$ cat src/rtl/keypad_scanner.sv
// keypad_scanner: 4x4 matrix keypad scanner with debounce and single-key decode; define KEYPAD_REPEAT_EN for auto-repeat
module keypad_scanner #(
  parameter int SCAN_DIV       = 25000,
  parameter int DEBOUNCE_SCANS = 4,
  parameter int REPEAT_DELAY   = 125,
  parameter int REPEAT_RATE    = 25
) (
  input  logic       clock,
  input  logic       reset,
  input  logic [3:0] row_n,
  output logic [3:0] col_n,
  output logic       key_valid,
  output logic [3:0] key_code,
  output logic       key_down,
  output logic       multi_key
);
  localparam int DW = $clog2(SCAN_DIV);
  localparam int SW = $clog2(DEBOUNCE_SCANS + 1);
  // hex code of snapshot bit b = 4*col + row, packed at [4b+3:4b]
  localparam logic [63:0] CODE_MAP = 64'hDCBA_E963_F852_0741;

  typedef enum logic [1:0] {S_IDLE, S_PRESSED, S_MULTI} state_t;
  typedef enum logic [1:0] {K_NONE, K_SINGLE, K_MULTI} kind_t;

  logic [3:0]    r_row_s1, r_row_s2;
  logic [DW-1:0] r_dwell;
  logic [1:0]    r_col_idx;
  logic [15:0]   r_snap;
  kind_t         r_prev_kind;
  logic [3:0]    r_prev_idx;
  logic [SW-1:0] r_stable_cnt;
  state_t        r_state, w_state_nx;
  logic          r_key_valid, w_valid_nx;
  logic [3:0]    r_key_code, w_code_nx;
  logic          w_last, w_scan_done, w_same, w_stable;
  logic [15:0]   w_snap;
  logic [4:0]    w_pop;
  logic [3:0]    w_idx, w_code;
  kind_t         w_kind;
  logic [SW-1:0] w_cnt_nx;

`ifdef KEYPAD_REPEAT_EN
  localparam int RW = $clog2(REPEAT_DELAY + REPEAT_RATE + 1);
  logic [RW-1:0] r_rep_cnt, w_rep_nx, w_rep_inc;
  assign w_rep_inc = r_rep_cnt + RW'(1);
`endif

  assign w_last      = r_dwell == DW'(SCAN_DIV - 1);
  assign w_scan_done = w_last && r_col_idx == 2'd3;
  // column 3's sample is folded in combinationally so the scan is judged on the cycle it completes
  assign w_snap      = {~r_row_s2, r_snap[11:0]};
  assign w_kind      = w_pop == 5'd0 ? K_NONE : w_pop == 5'd1 ? K_SINGLE : K_MULTI;
  assign w_code      = CODE_MAP[{w_idx, 2'b00} +: 4];
  assign w_same      = w_kind == r_prev_kind && (w_kind != K_SINGLE || w_idx == r_prev_idx);
  assign w_cnt_nx    = !w_same ? SW'(1) : r_stable_cnt == SW'(DEBOUNCE_SCANS) ? r_stable_cnt : r_stable_cnt + SW'(1);
  assign w_stable    = w_cnt_nx == SW'(DEBOUNCE_SCANS);

  assign col_n     = ~(4'b0001 << r_col_idx);
  assign key_valid = r_key_valid;
  assign key_code  = r_key_code;
  assign key_down  = r_state == S_PRESSED;
  assign multi_key = r_state == S_MULTI;

  // count pressed bits in the finished snapshot and remember the highest one
  always_comb begin
    w_pop = 5'd0;
    w_idx = 4'd0;
    for (int i = 0; i < 16; i++)
      if (w_snap[i]) begin
        w_pop = w_pop + 5'd1;
        w_idx = 4'(i);
      end
  end

  // row synchronizer, column dwell/step and per-column row sampling
  always_ff @(posedge clock)
    if (reset) begin
      r_row_s1  <= 4'hF;
      r_row_s2  <= 4'hF;
      r_dwell   <= '0;
      r_col_idx <= 2'd0;
      r_snap    <= '0;
    end else begin
      r_row_s1 <= row_n;
      r_row_s2 <= r_row_s1;
      r_dwell  <= w_last ? '0 : r_dwell + DW'(1);
      if (w_last) begin
        r_col_idx                   <= r_col_idx + 2'd1;
        r_snap[{r_col_idx, 2'b00} +: 4] <= ~r_row_s2;
      end
    end

  // track how many consecutive scans produced the same classification
  always_ff @(posedge clock)
    if (reset) begin
      r_prev_kind  <= K_NONE;
      r_prev_idx   <= 4'd0;
      r_stable_cnt <= '0;
    end else if (w_scan_done) begin
      r_prev_kind  <= w_kind;
      r_prev_idx   <= w_idx;
      r_stable_cnt <= w_cnt_nx;
    end

  // key FSM: acts only on a stable classification at the end of a scan
  always_comb begin
    w_state_nx = r_state;
    w_valid_nx = 1'b0;
    w_code_nx  = r_key_code;
`ifdef KEYPAD_REPEAT_EN
    w_rep_nx   = r_rep_cnt;
`endif
    if (w_scan_done && w_stable)
      case (r_state)
        S_IDLE: begin
          w_state_nx = w_kind == K_SINGLE ? S_PRESSED : w_kind == K_MULTI ? S_MULTI : S_IDLE;
          w_valid_nx = w_kind == K_SINGLE;
          w_code_nx  = w_kind == K_SINGLE ? w_code : r_key_code;
`ifdef KEYPAD_REPEAT_EN
          w_rep_nx   = '0;
`endif
        end
        S_PRESSED: begin
          w_state_nx = w_kind == K_NONE ? S_IDLE : w_kind == K_MULTI ? S_MULTI : S_PRESSED;
`ifdef KEYPAD_REPEAT_EN
          if (w_kind != K_SINGLE)
            w_rep_nx = '0;
          else if (w_code == r_key_code) begin
            w_valid_nx = w_rep_inc == RW'(REPEAT_DELAY) || w_rep_inc == RW'(REPEAT_DELAY + REPEAT_RATE);
            w_rep_nx   = w_rep_inc == RW'(REPEAT_DELAY + REPEAT_RATE) ? RW'(REPEAT_DELAY) : w_rep_inc;
          end
`endif
        end
        S_MULTI: w_state_nx = w_kind == K_NONE ? S_IDLE : S_MULTI;
        default: w_state_nx = S_IDLE;
      endcase
  end

  // state and registered outputs
  always_ff @(posedge clock)
    if (reset) begin
      r_state     <= S_IDLE;
      r_key_valid <= 1'b0;
      r_key_code  <= 4'd0;
`ifdef KEYPAD_REPEAT_EN
      r_rep_cnt   <= '0;
`endif
    end else begin
      r_state     <= w_state_nx;
      r_key_valid <= w_valid_nx;
      r_key_code  <= w_code_nx;
`ifdef KEYPAD_REPEAT_EN
      r_rep_cnt   <= w_rep_nx;
`endif
    end
endmodule
$ cat config.mk
export PLATFORM = sky130hd
export DESIGN_NAME = keypad_scanner
export DESIGN_NICKNAME = d
export VERILOG_FILES = /design/src/rtl/keypad_scanner.sv
export SDC_FILE = /design/constraint.sdc
export NUM_CORES = 1
export LEC_CHECK = 0
export ABC_AREA = 1
export CAP_MARGIN = 20
export CORE_ASPECT_RATIO = 0.8
export CORE_UTILIZATION = 25
export DETAILED_ROUTE_END_ITERATION = 8
export HOLD_SLACK_MARGIN = 0.02
export PLACE_DENSITY = 0.47
export REMOVE_ABC_BUFFERS = 1
export SETUP_SLACK_MARGIN = 0.1
export SKIP_CTS_REPAIR_TIMING = 1
export SYNTH_ARGS = -nofsm -noshare
export SYNTH_HDL_FRONTEND = slang
export SYNTH_SLANG_ARGS = --single-unit
$ cat constraint.sdc
create_clock -name clock -period 20.6 [get_ports clock]
set_input_delay 3.09 -clock clock [delete_from_list [all_inputs] [get_ports clock]]
set_output_delay 3.09 -clock clock [all_outputs]
set_load 0.02 [all_outputs]
## Word level (Yosys, flattened, before mapping)

Cells that the tools add are included.

- Flip-flop bits (word level): 57
- Bits in latches: 0
- Memory bits (writable): 0
- ROM bits: 0
- Input port bits: 6
- Output and inout port bits: 11
- Word-level logic and storage cells: 102
- Memories: 0

- $add $sub $neg: 19
- Multipliers: 0
- Divide/modulo/power cells: 0
- $lt $le $gt $ge: 0
- Eq/ne operators: 12
- Shift operators: 4
- Muxes and demuxes: 42
- Bitwise operators: 4
- Reduce and logical (&&, ||, !) cells: 10

Operators by type and width:

| kind | number |
|---|---|
| adder 5 x 1 -> 5 bit (second input constant) | 15 |
| 2-to-1 mux 5 bit | 15 |
| variable part select 64 x 7 -> 4 bit (first input constant) | 1 |
| 2-to-1 mux 4 bit | 14 |
| bitwise mux 16 bit | 1 |
| variable shift 4 x 6 -> 16 bit (first input constant) | 1 |
| variable part select 4 x 6 -> 16 bit | 1 |
| adder 15 x 1 -> 15 bit (second input constant) | 1 |
| equality test 15 bit (second input constant) | 1 |
| 2-to-1 mux 2 bit | 7 |
| NOT 4 bit | 2 |
| equality test 2 bit (second input constant) | 3 |
| equality test 3 bit (second input constant) | 2 |
| 2-to-1 mux 3 bit | 2 |
| negator 4 -> 6 bit | 1 |
| one-hot mux 2 bit (3 select lines) | 1 |
| equality test 5 x 1 -> 1 bit (second input constant) | 1 |
| zero test 5 bit | 1 |
| equality test 2 x 1 -> 1 bit (second input constant) | 2 |
| equality test 4 bit | 1 |
| zero test 2 bit | 2 |
| << shifter 1 x 2 -> 4 bit (first input constant) | 1 |
| adder 3 x 1 -> 3 bit (second input constant) | 1 |
| logical AND 1 bit | 3 |
| 9 further kinds | 11 |

## Logic depth before layout (Yosys ltp)

- Depth in word-level cells: 42
- Depth in mapped cells: 63
- Depth with buffers taken out: 63

## Least setup slack after synthesis

OpenSTA, ideal clock, no wires.

- Path type: flip-flop to flip-flop
- From: register r_snap[0]
- To: register r_key_code[2], in the netlist key_code[2]
- Setup time: 119 ps
- Data arrival time: 7,943 ps
- Required time: 20,481 ps
- Setup slack: 12,538 ps
- Cell stages (with the launch flop): 60
- Clock period less this slack: 8,062 ps
- Cell sequence: dfxtp_1 > inv_1 > ha_1 > inv_1 > nand2_2 > nand2_1 > inv_1 > ha_1 > nand2_1 > nand2_1 > ha_1 > or2_1 > nand2_1 > inv_1 > ha_1 > nand2_1 > nand2_2 > ha_1 > [24 not listed] > inv_1 > ha_1 > nand2_1 > nand2_1 > ha_1 > inv_1 > nor2_1 > nand3_1 > a21oi_1 > nand2_1 > nor2_2 > nand3_1 > nand2_1 > nand2_1 > nor2_4 > nand4_4 > nor3b_1 > nor2_1

- Word-level cells in the longest chain between the ends: 41

Ends and longest elaborated chain:

| what | RTL line | text |
|---|---|---|
| start, declared | 28 | `logic [15:0] r_snap;` |
| start signal, assigned by index | 89 | `r_snap[{r_col_idx, 2'b00} +: 4] <= ~r_row_s2;` |
| 2-to-1 mux 1 bit (*) | 69 | `if (w_snap[i]) begin` |
| adder 5 x 1 -> 5 bit | 70 | `w_pop = w_pop + 5'd1;` |
| 2-to-1 mux 5 bit (*) | 69 |  |
| adder 5 x 1 -> 5 bit | 70 |  |
| 2-to-1 mux 5 bit (*) | 69 |  |
| adder 5 x 1 -> 5 bit | 70 |  |
| 2-to-1 mux 5 bit (*) | 69 |  |
| adder 5 x 1 -> 5 bit | 70 |  |
| [25 not listed] | - |  |
| 2-to-1 mux 2 bit (*) | 52 | `assign w_kind = w_pop == 5'd0 ? K_NONE : w_pop == 5'd1 ? K_SINGLE : K_MULTI;` |
| != test 2 x 1 -> 1 bit | 54 | `assign w_same = w_kind == r_prev_kind && (w_kind != K_SINGLE \|\| w_idx == r_prev_idx);` |
| logical OR 1 bit | 54 |  |
| logical AND 1 bit | 54 |  |
| 2-to-1 mux 3 bit | 55 | `assign w_cnt_nx = !w_same ? SW'(1) : r_stable_cnt == SW'(DEBOUNCE_SCANS) ? r_stable_cnt : r_stable_cnt + SW'(1 ...` |
| equality test 3 bit | 56 | `assign w_stable = w_cnt_nx == SW'(DEBOUNCE_SCANS);` |
| logical AND 1 bit | 113 | `if (w_scan_done && w_stable)` |
| AND reduction 3 bit (no source line) (*) | - |  |
| end signal, assigned | 151 | `r_key_code <= w_code_nx;` |
| end, declared | 34 | `logic [3:0] r_key_code, w_code_nx;` |

Every way passes the cells marked *; elsewhere a longest branch is shown, timed or not.
A chain may end at the register's enable or synchronous reset.

## Final worst setup path

Same ends and word-level chain as after synthesis.

==> results.sh <==
export IMPL_reg2reg_depth=59
export IMPL_final_nets=733
export IMPL_hpwl_um=7460
export IMPL_drt_iter0_drc=183
export IMPL_powerDensity_nw_per_um2=43.3
export IMPL_drcViolationCount=0
export IMPL_postSynthAreaPerCell_sq_um=6.22
export IMPL_setup_tns_ns=0
export IMPL_first_global_vias=3599
export IMPL_seqPwrFrac=0.500
export IMPL_clkLatencyLatePin_ns=0.29
export IMPL_slowest_stage="dfxtp_1"
export IMPL_yosys_warnings=0
export IMPL_status="complete, no violations"
export IMPL_drtPass1Iterations=4
export IMPL_layout_drive_gt1_share=0.132
export IMPL_p_switching_mw=0.0505
export IMPL_rsz0062_at_grt="false"
export IMPL_ios=17
export IMPL_path_max_fanout=9
export IMPL_min_period_over_period=0.423
export IMPL_total_power_mw=0.209
export IMPL_grt_usage=0.110
export IMPL_cp_num_buf_inv=7
export IMPL_cp_num_cells=59
export IMPL_cts_made_buffers=5
export IMPL_crit_top_cell="nand2_1"
export IMPL_die_y_um=119
export IMPL_grt_overflow=0
export IMPL_synth_area_sq_um=4260
export IMPL_cp_top_family="simple AND/OR/NAND/NOR gates"
export IMPL_grt_max_degree=30
export IMPL_slew_viol_final=0
export IMPL_die_w_um=148
export IMPL_tightest_slew_ns=0.687
export IMPL_max_cap_violations=0
export IMPL_post_place_cells=915
export IMPL_relSlewSlack=0.540
export IMPL_n_fill_cell=1867
export IMPL_final_antenna_net_count=0
export IMPL_async_flop_share=0
export IMPL_routed_wl_um=9100
export IMPL_dieArea_sq_um=17600
export IMPL_hp_class="flop to flop"
export IMPL_ys_seq_area_frac=0.249
export IMPL_fin_skew_ns=0.00925
export IMPL_finalSetupViolCount=0
export IMPL_gp_congestion=0.765
export IMPL_wl_per_cell_um=9.86
export IMPL_post_route_min_period_ns=8.72
export IMPL_cp_start_kind="flop"
export IMPL_ys_ff_latch=53
export IMPL_multi_input_area_sq_um=2680
export IMPL_cts_sinks=53
export IMPL_fin_util=0.291
export IMPL_p_int_mw=0.159
export IMPL_ys_types=39
export IMPL_required_ns=20.79
export IMPL_layout_cells_non_filler=923
export IMPL_cts_tree="yes"
export IMPL_hold_depth=1
export IMPL_clockRootBuffer="clkbuf_16"
export IMPL_critical_path_arrival_ns=8.91
export IMPL_synth_edf_count=0
export IMPL_critPathCaptureType="flop"
export IMPL_slowest_delay_ns=0.35
export IMPL_ir_drop_mv=0.0399
export IMPL_synth_flop_cell="dfxtp_1"
export IMPL_cts_buffer_depth=2
export IMPL_diodes=0
export IMPL_seqCellArea_sq_um=1060
export IMPL_p_leak_nw=2.51
export IMPL_switching_share=0.242
export IMPL_vias=3895
export IMPL_path_clk_slew_ns=0.07
export IMPL_combPwrFrac=0.079
export IMPL_max_freq_mhz=115
export IMPL_antenna_found_initial=0
export IMPL_power_frac_clock=0.421
export IMPL_start_util=0.257
export IMPL_synth_cells=685
export IMPL_num_rows=42
export IMPL_path_class="flop to flop"
export IMPL_via_per_inst=4.22
export IMPL_core_sq_um=16600
export IMPL_finalHoldViolCount=0
export IMPL_grt_pass1_wl_um=16200
export IMPL_port_buffers=16
export IMPL_htree_levels=2
export IMPL_area_growth_pct=13.3
[area by class of cell]
class                   count  area share
multi-input cells         494       0.555
flip-flops and latches     53       0.220
inverters                 131       0.102
well taps                 220      0.0570
repair buffers             17      0.0347
clock buffers               6      0.0288
clock inverters             2     0.00337
[cell usage after synthesis (4+ instances only)]
cell type  count  area share
nand2_1      162        0.14
inv_1        119        0.10
nor2_1        60       0.053
nand3_1       55       0.065
dfxtp_1       53        0.25
a21oi_1       43       0.050
nand2_2       39       0.057
ha_1          25       0.073
o21ai_0       19       0.022
nand3_2       15       0.035
a211oi_1      13       0.023
or2_2         12       0.018
inv_2         11      0.0097
nor3_1         7      0.0082
nor3b_1        5      0.0088
clkbuf_1       4      0.0035
nand4_1        4      0.0059
[cell families after synthesis]
family / Yosys count / synth area share
AND/OR/NAND/NOR: 373 / 0.422
buffers and inverters: 138 / 0.122
AO/OA/AOI/OAI: 90 / 0.121
flip-flops: 53 / 0.249
adder cells (fa/ha/maj): 25 / 0.0734
XOR/XNOR: 6 / 0.0123
[layout by cell type (no fill, tap or decap), types with 2 or more instances in the layout]
cell	n
clkdlybuf4s50_1	16
nand3b_1	3
nand2_1	162
nand3_2	15
inv_1	119
o21ai_0	19
xnor2_1	3
ha_1	25
or2_2	12
nor3_1	7
nor2_1	60
nor4_1	3
nor2_2	3
o21bai_1	3
dfxtp_1	53
nor3b_1	5
a211oi_1	13
clkbuf_16	5
nand4_1	4
o21a_1	3
a21oi_1	43
o22ai_1	2
inv_2	11
xor2_1	3
nand2_2	39
nand3_1	55
[registers in the layout, summed over array words and instances, names as in the netlist]
signal        cells
key_valid         1
r_stable_cnt      3
r_prev_kind       2
key_code          4
r_snap           12
r_dwell          15
r_col_idx         2
r_row_s1          4
r_state           2
r_row_s2          4
r_prev_idx        4
[metrics by stage]
stage               cell area (sq um)  hold WS, ns  worst slack (ns)
finish                           4830        0.412             11.88
global route                     4830        0.435             11.00
CTS                              4830        0.413             11.86
detailed placement               4670        0.394             11.93
global placement                 4670        0.394             12.15
floorplan                        4230        0.389             12.54
[final timing paths]
path | to | startpoint | slack, ns
min reg2reg | r_row_s2[0] | r_row_s1[0] | 0.41
max | key_code[2] | r_snap[0] | 11.88
max reg2reg | key_code[2] | r_snap[0] | 11.88
min | r_row_s2[0] | r_row_s1[0] | 0.41
[power groups by stage]
stage / Sequential [mW] / Combinational, mW / Clock [mW]
6_report: 0.105 / 0.0165 / 0.0879
3_5_place_dp: 0.107 / 0.0166 / 0
4_1_cts: 0.105 / 0.0167 / 0.0912
2_1_floorplan: 0.107 / 0.0118 / 0
5_1_grt: 0.105 / 0.0190 / 0.0951
3_3_place_gp: 0.107 / 0.0165 / 0
[routing by layer]
| layer | track usage | wire length (um) | share of wire | vias up |
|---|---|---|---|---|
| li1 | - | - | - | 2205 |
| met1 | 0.166 | 5390 | 0.59 | 1666 |
| met2 | 0.165 | 3510 | 0.39 | 20 |
| met3 | 0.0193 | 157 | 0.017 | 4 |
| met4 | 0.0135 | 41 | 0.0045 | 0 |
| met5 | 0 | 0 | 0 | - |
(Power assumes the default switching activity.)
==> RTL edit 1 (same settings) <==
Make the reset (`reset`) asynchronous in 3 clocked blocks.
--- a/src/rtl/keypad_scanner.sv
+++ b/src/rtl/keypad_scanner.sv
@@ -73,7 +73,7 @@
   end
 
   // row synchronizer, column dwell/step and per-column row sampling
-  always_ff @(posedge clock)
+  always_ff @(posedge clock or posedge reset)
     if (reset) begin
       r_row_s1  <= 4'hF;
       r_row_s2  <= 4'hF;
@@ -91,7 +91,7 @@
     end
 
   // track how many consecutive scans produced the same classification
-  always_ff @(posedge clock)
+  always_ff @(posedge clock or posedge reset)
     if (reset) begin
       r_prev_kind  <= K_NONE;
       r_prev_idx   <= 4'd0;
@@ -137,7 +137,7 @@
   end
 
   // state and registered outputs
-  always_ff @(posedge clock)
+  always_ff @(posedge clock or posedge reset)
     if (reset) begin
       r_state     <= S_IDLE;
       r_key_valid <= 1'b0;
Formal check against the unedited RTL: same outputs for any inputs over 10 cycles, from zero or initial values and one cycle with reset high; that may be too few to reach the edited logic, so the function may still have changed.
==> RTL edit 1 against the original RTL <==
  * Sequential cell count did not move
  * Final area rose by 0.78%
  * Hold slack got worse by 0.055 ns
  * Power rose by 4.0%
  * Routed wire length rose by 0.32%
  * Area after synthesis rose by 0.12%
  * Setup slack improved by 0.59 ns
==> RTL edit 1: results <==
outcome:
  outcome: "finished, final reports clean"
layout:
  num-clock-buffers: 5
  multi_input_gates: 461
  clock_area_share_pct: 3.470
  drive_gt1_share_pct: 10.81
  bufAreaShareNonClock_pct: 3.445
  multiInputGateArea_um2: 2442
  seqCellArea_um2: 1336
  nonClockInverterCount: 127
  fillers: 1864
global_routing:
  grt_max_degree: 54
  grt_pass1_wl_um: 16950
place:
  dp_cells: 878
  dp_worst_setup_slack_ns: 12.48
  dpl.hpwl_um: 7336
  place_congestion: 0.7572
sta:
  worstMarginPinSlew_ns: 0.6725
  clock_skew_ns: 0.006183
pwr:
  powerClk_uw: 96.4
logic_synthesis:
  seq_area_frac_synth_pct: 31.32
  synth_flop_cell: "dfrtp_1"
  netlist_top_cells_area: "dfrtp_1 26%, nand2_1 15%, inv_1 11%"
  synth_commonest_cells: "170 x nand2_1, 123 x inv_1, 61 x nand3_1, 45 x dfrtp_1, 43 x nor2_1"
  avgSynthCellArea_um2: 6.625
routing:
  post_drt_wl_per_cell_um: 10.30
  drtIter0Drc: 210
  vias: 3709
  routed_via_density: 4.186
floorplanning:
  fp.dieArea_um2: 17600
setup_path:
  cp_top_family: "adder cells"
-- RTL edit 1: changes by cell type in the layout (fill, tap and decap cells not counted), sizes merged, moves of 3 or more --
| cell | delta |
|---|---|
| a211oi | -13 |
| a21oi | -24 |
| dfrtp | +45 |
| dfstp | +8 |
| dfxtp | -53 |
| inv | -3 |
| nand4 | +14 |
| nor2 | -16 |
| nor3b | -5 |
| o21a | -3 |
| o21ai | +22 |
| o21bai | -3 |
| or2 | -11 |
| xor2 | +3 |
-- RTL edit 1: logic make-up (layout without fill, tap and decap cells) --
kind of cell	count (synthesis)	in the layout	synth area share [%]
adder cells (fa/ha/maj)	25	25	7.331
AO/OA/AOI/OAI	70	70	8.739
XOR/XNOR	7	7	1.437
buffers and inverters	130	152	11.44
flip-flops	53	53	31.32
AND/OR/NAND/NOR	359	359	39.74
-- RTL edit 1: worst paths after layout --
check | startpoint | cells after the start | slack, ns | endpoint
max | r_snap[1] | 56 | 12.47 | key_code[0]
min | r_row_s1[0] | 0 | 0.36 | r_row_s2[0]
max reg2reg | r_snap[1] | 56 | 12.47 | key_code[0]
min reg2reg | r_row_s1[0] | 0 | 0.36 | r_row_s2[0]
max in group asynchronous | reset | 3 | 16.86 | r_snap[2]
min in group asynchronous | reset | 3 | 3.29 | key_code[3]
-- RTL edit 1: per-layer routing --
metal | GRT usage, % | routed length [um]
met5 | 0 | 0
met2 | 16.08 | 3338
met4 | 2.384 | 74
met3 | 1.341 | 112
met1 | 18.13 | 5604
-- RTL edit 1: worst register-to-register path: cells and delay by family, from the launching register on --
kind | cells | cell delay, ns
and+or+nand+nor | 34 | 3.25
buffers and inverters | 6 | 0.40
adders and majority gates | 14 | 3.78
AOI/OAI and AO/OA | 2 | 0.18
DFF | 1 | 0.38
==> RTL edit 2 (same settings) <==
Without the edit above. The option `KEYPAD_REPEAT_EN` is turned on by a define.
--- a/src/rtl/keypad_scanner.sv
+++ b/src/rtl/keypad_scanner.sv
@@ -1,4 +1,6 @@
 // keypad_scanner: 4x4 matrix keypad scanner with debounce and single-key decode; define KEYPAD_REPEAT_EN for auto-repeat
+`define KEYPAD_REPEAT_EN
+
 module keypad_scanner #(
   parameter int SCAN_DIV       = 25000,
   parameter int DEBOUNCE_SCANS = 4,
Function: no difference found for any inputs over 10 cycles, from zero or initial values and one cycle with reset high; that may be too few to reach the edited logic, so the function may still have changed.
==> RTL edit 2 against the original RTL <==
  * Power up 44%
  * Die area up 14%
  * Area after synthesis up 15%
  * Final area up 17%
  * Routed wire length up 20%
  * First-iteration DRC count down 37%
  * Combinational power up 4%
  * Critical path depth down 2
  * Cell count up 14%
  * Sequential cell count up 8
  * Non-clock buffer count down 1
  * Setup slack worse by 0.20 ns
==> RTL edit 2: results <==
setup_path:
  crit_fanout: 9
  worst-r2r-cell-count: 57
  crit_start: "r_snap[1]"
  cp-endpoint: "r_rep_cnt[2]"
  cp_slowest_cell: "dfxtp_1"
  max_stage_delay_ns: 0.33
  crit_arrival_ns: 9.15
logic_synthesis:
  seq_area_frac_synth_pct: 25.01
  synth_commonest_cells: "171 x nand2_1, 139 x inv_1, 80 x nor2_1, 61 x dfxtp_1"
  async_reset_ff_share_pct: 0
  ys_warn_count: 0
  netlist_top_cells_area: "dfxtp_1 25%, nand2_1 13%, inv_1 11%"
  synth_flop_cell: "dfxtp_1"
  ys_types: 42
clock_network:
  root_buffer: "clkbuf_16"
  cts_buffers: 9
  clock_path_buffers: 2
  cts_max_level: 3
  clock_latency_ns: 0.34
  path_clk_slew_ns: 0.06
sta:
  max-slew-margin-rel_pct: 30.33
  finalWorstSetupSlack_ns: 11.68
  clock_skew_ns: 0.006659
pwr:
  ir_worst_vdd_mv: 0.03954
  p_leak_nw: 2.783
global_routing:
  antenna_found_initial: 0
  grt_pass1_vias: 4163
  grt_pass1_wl_um: 19370
  grt.total_usage_pct: 11.86
  grt_max_degree: 29
routing:
  drc: 0
  drtPass1Iterations: 4
  ant_nets: 0
  drtIter0Drc: 115
  post_drt_wl_per_cell_um: 10.36
  routed_via_density: 4.216
place:
  io_buffers: 16
  placed_area_um2: 5334
  place_congestion: 0.7490
  dpl.hpwl_um: 8926
layout:
  final_nets: 826
  diodes: 0
  reg_top3: "r_dwell (15), r_snap (12), r_rep_cnt (8)"
  drive_gt1_share_pct: 13.03
outcome:
  outcome: "finished, final reports clean"
hold_path:
  min_path_type: "flop to flop"
==> RTL edit 2: changes by cell type in the layout (fill, tap and decap cells not counted), sizes merged, moves of 5 or more <==
cell,before,now
nor2,64,82
o21ai,20,38
inv,131,148
nand2,202,215
dfxtp,53,61
nand3,70,65
nand4,5,10
==> RTL edit 2: logic make-up (layout without fill, tap and decap cells) <==
kind of cell | after synthesis | in the layout | synth area share [%]
and+or+nand+nor | 406 | 406 | 41.05
buffers and inverters | 158 | 183 | 12.37
AOI/OAI and AO/OA | 111 | 111 | 12.86
DFF | 61 | 61 | 25.01
adders and majority gates | 27 | 27 | 6.918
xor gates and xnor gates | 10 | 10 | 1.793
==> RTL edit 2: worst min-delay path by stage <==
stage	from	to	slack (ns)	cells past startpoint
2_1_floorplan	r_row_s1[0]	r_row_s2[0]	0.39	1
3_3_place_gp	r_row_s1[2]	r_row_s2[2]	0.40	1
3_5_place_dp	r_row_s1[3]	r_row_s2[3]	0.40	1
4_1_cts	r_row_s1[3]	r_row_s2[3]	0.41	1
5_1_grt	r_row_s1[2]	r_row_s2[2]	0.44	1
6_report	r_row_s1[2]	r_row_s2[2]	0.41	1
==> RTL edit 2: final cells by class <==
| type | instances | area (um^2) |
|---|---|---|
| Sequential cell | 61 | 1221 |
| Multi-Input combinational cell | 554 | 3058 |
| Tap cell | 258 | 322.8 |
| Inverter | 151 | 571.8 |
| Clock buffer | 9 | 225.2 |
| Fill cell | 2153 | 13370 |
| Timing Repair Buffer | 16 | 160.2 |
| Clock inverter | 7 | 100.1 |
==> RTL edit 2: per-layer routing <==
metal | vias up | GRT usage (%) | part of all wire, %
met5 | - | 0 | 0
met4 | 0 | 4.921 | 1.8
met3 | 12 | 1.696 | 1.7
met2 | 27 | 17.62 | 39
met1 | 1915 | 17.00 | 57
li1 | 2498 | - | -
==> RTL edit 2: power breakdown <==
group          internal [mW]  total [mW]  switching (mW)
sequential             0.119       0.120         0.00106
combinational        0.00598      0.0172          0.0112
clock                  0.106       0.164          0.0574
total                  0.231       0.301          0.0697
==> RTL edit 2: worst max-delay path: cells and delay by family, from the launching register on <==
family	cells	cell delay, ns
fa+ha+maj	14	3.80
buf+inv	5	0.32
compound gates	4	0.60
simple gates	34	3.72
flops	1	0.33
==> RTL edit 2: per-stage QoR <==
step	instances	hold WS, ns
final	1056	0.4114
after global routing	1056	0.4360
after CTS	1056	0.4146
after detailed placement	1040	0.3972
after global placement	1040	0.3950
after floorplan	766	0.3895
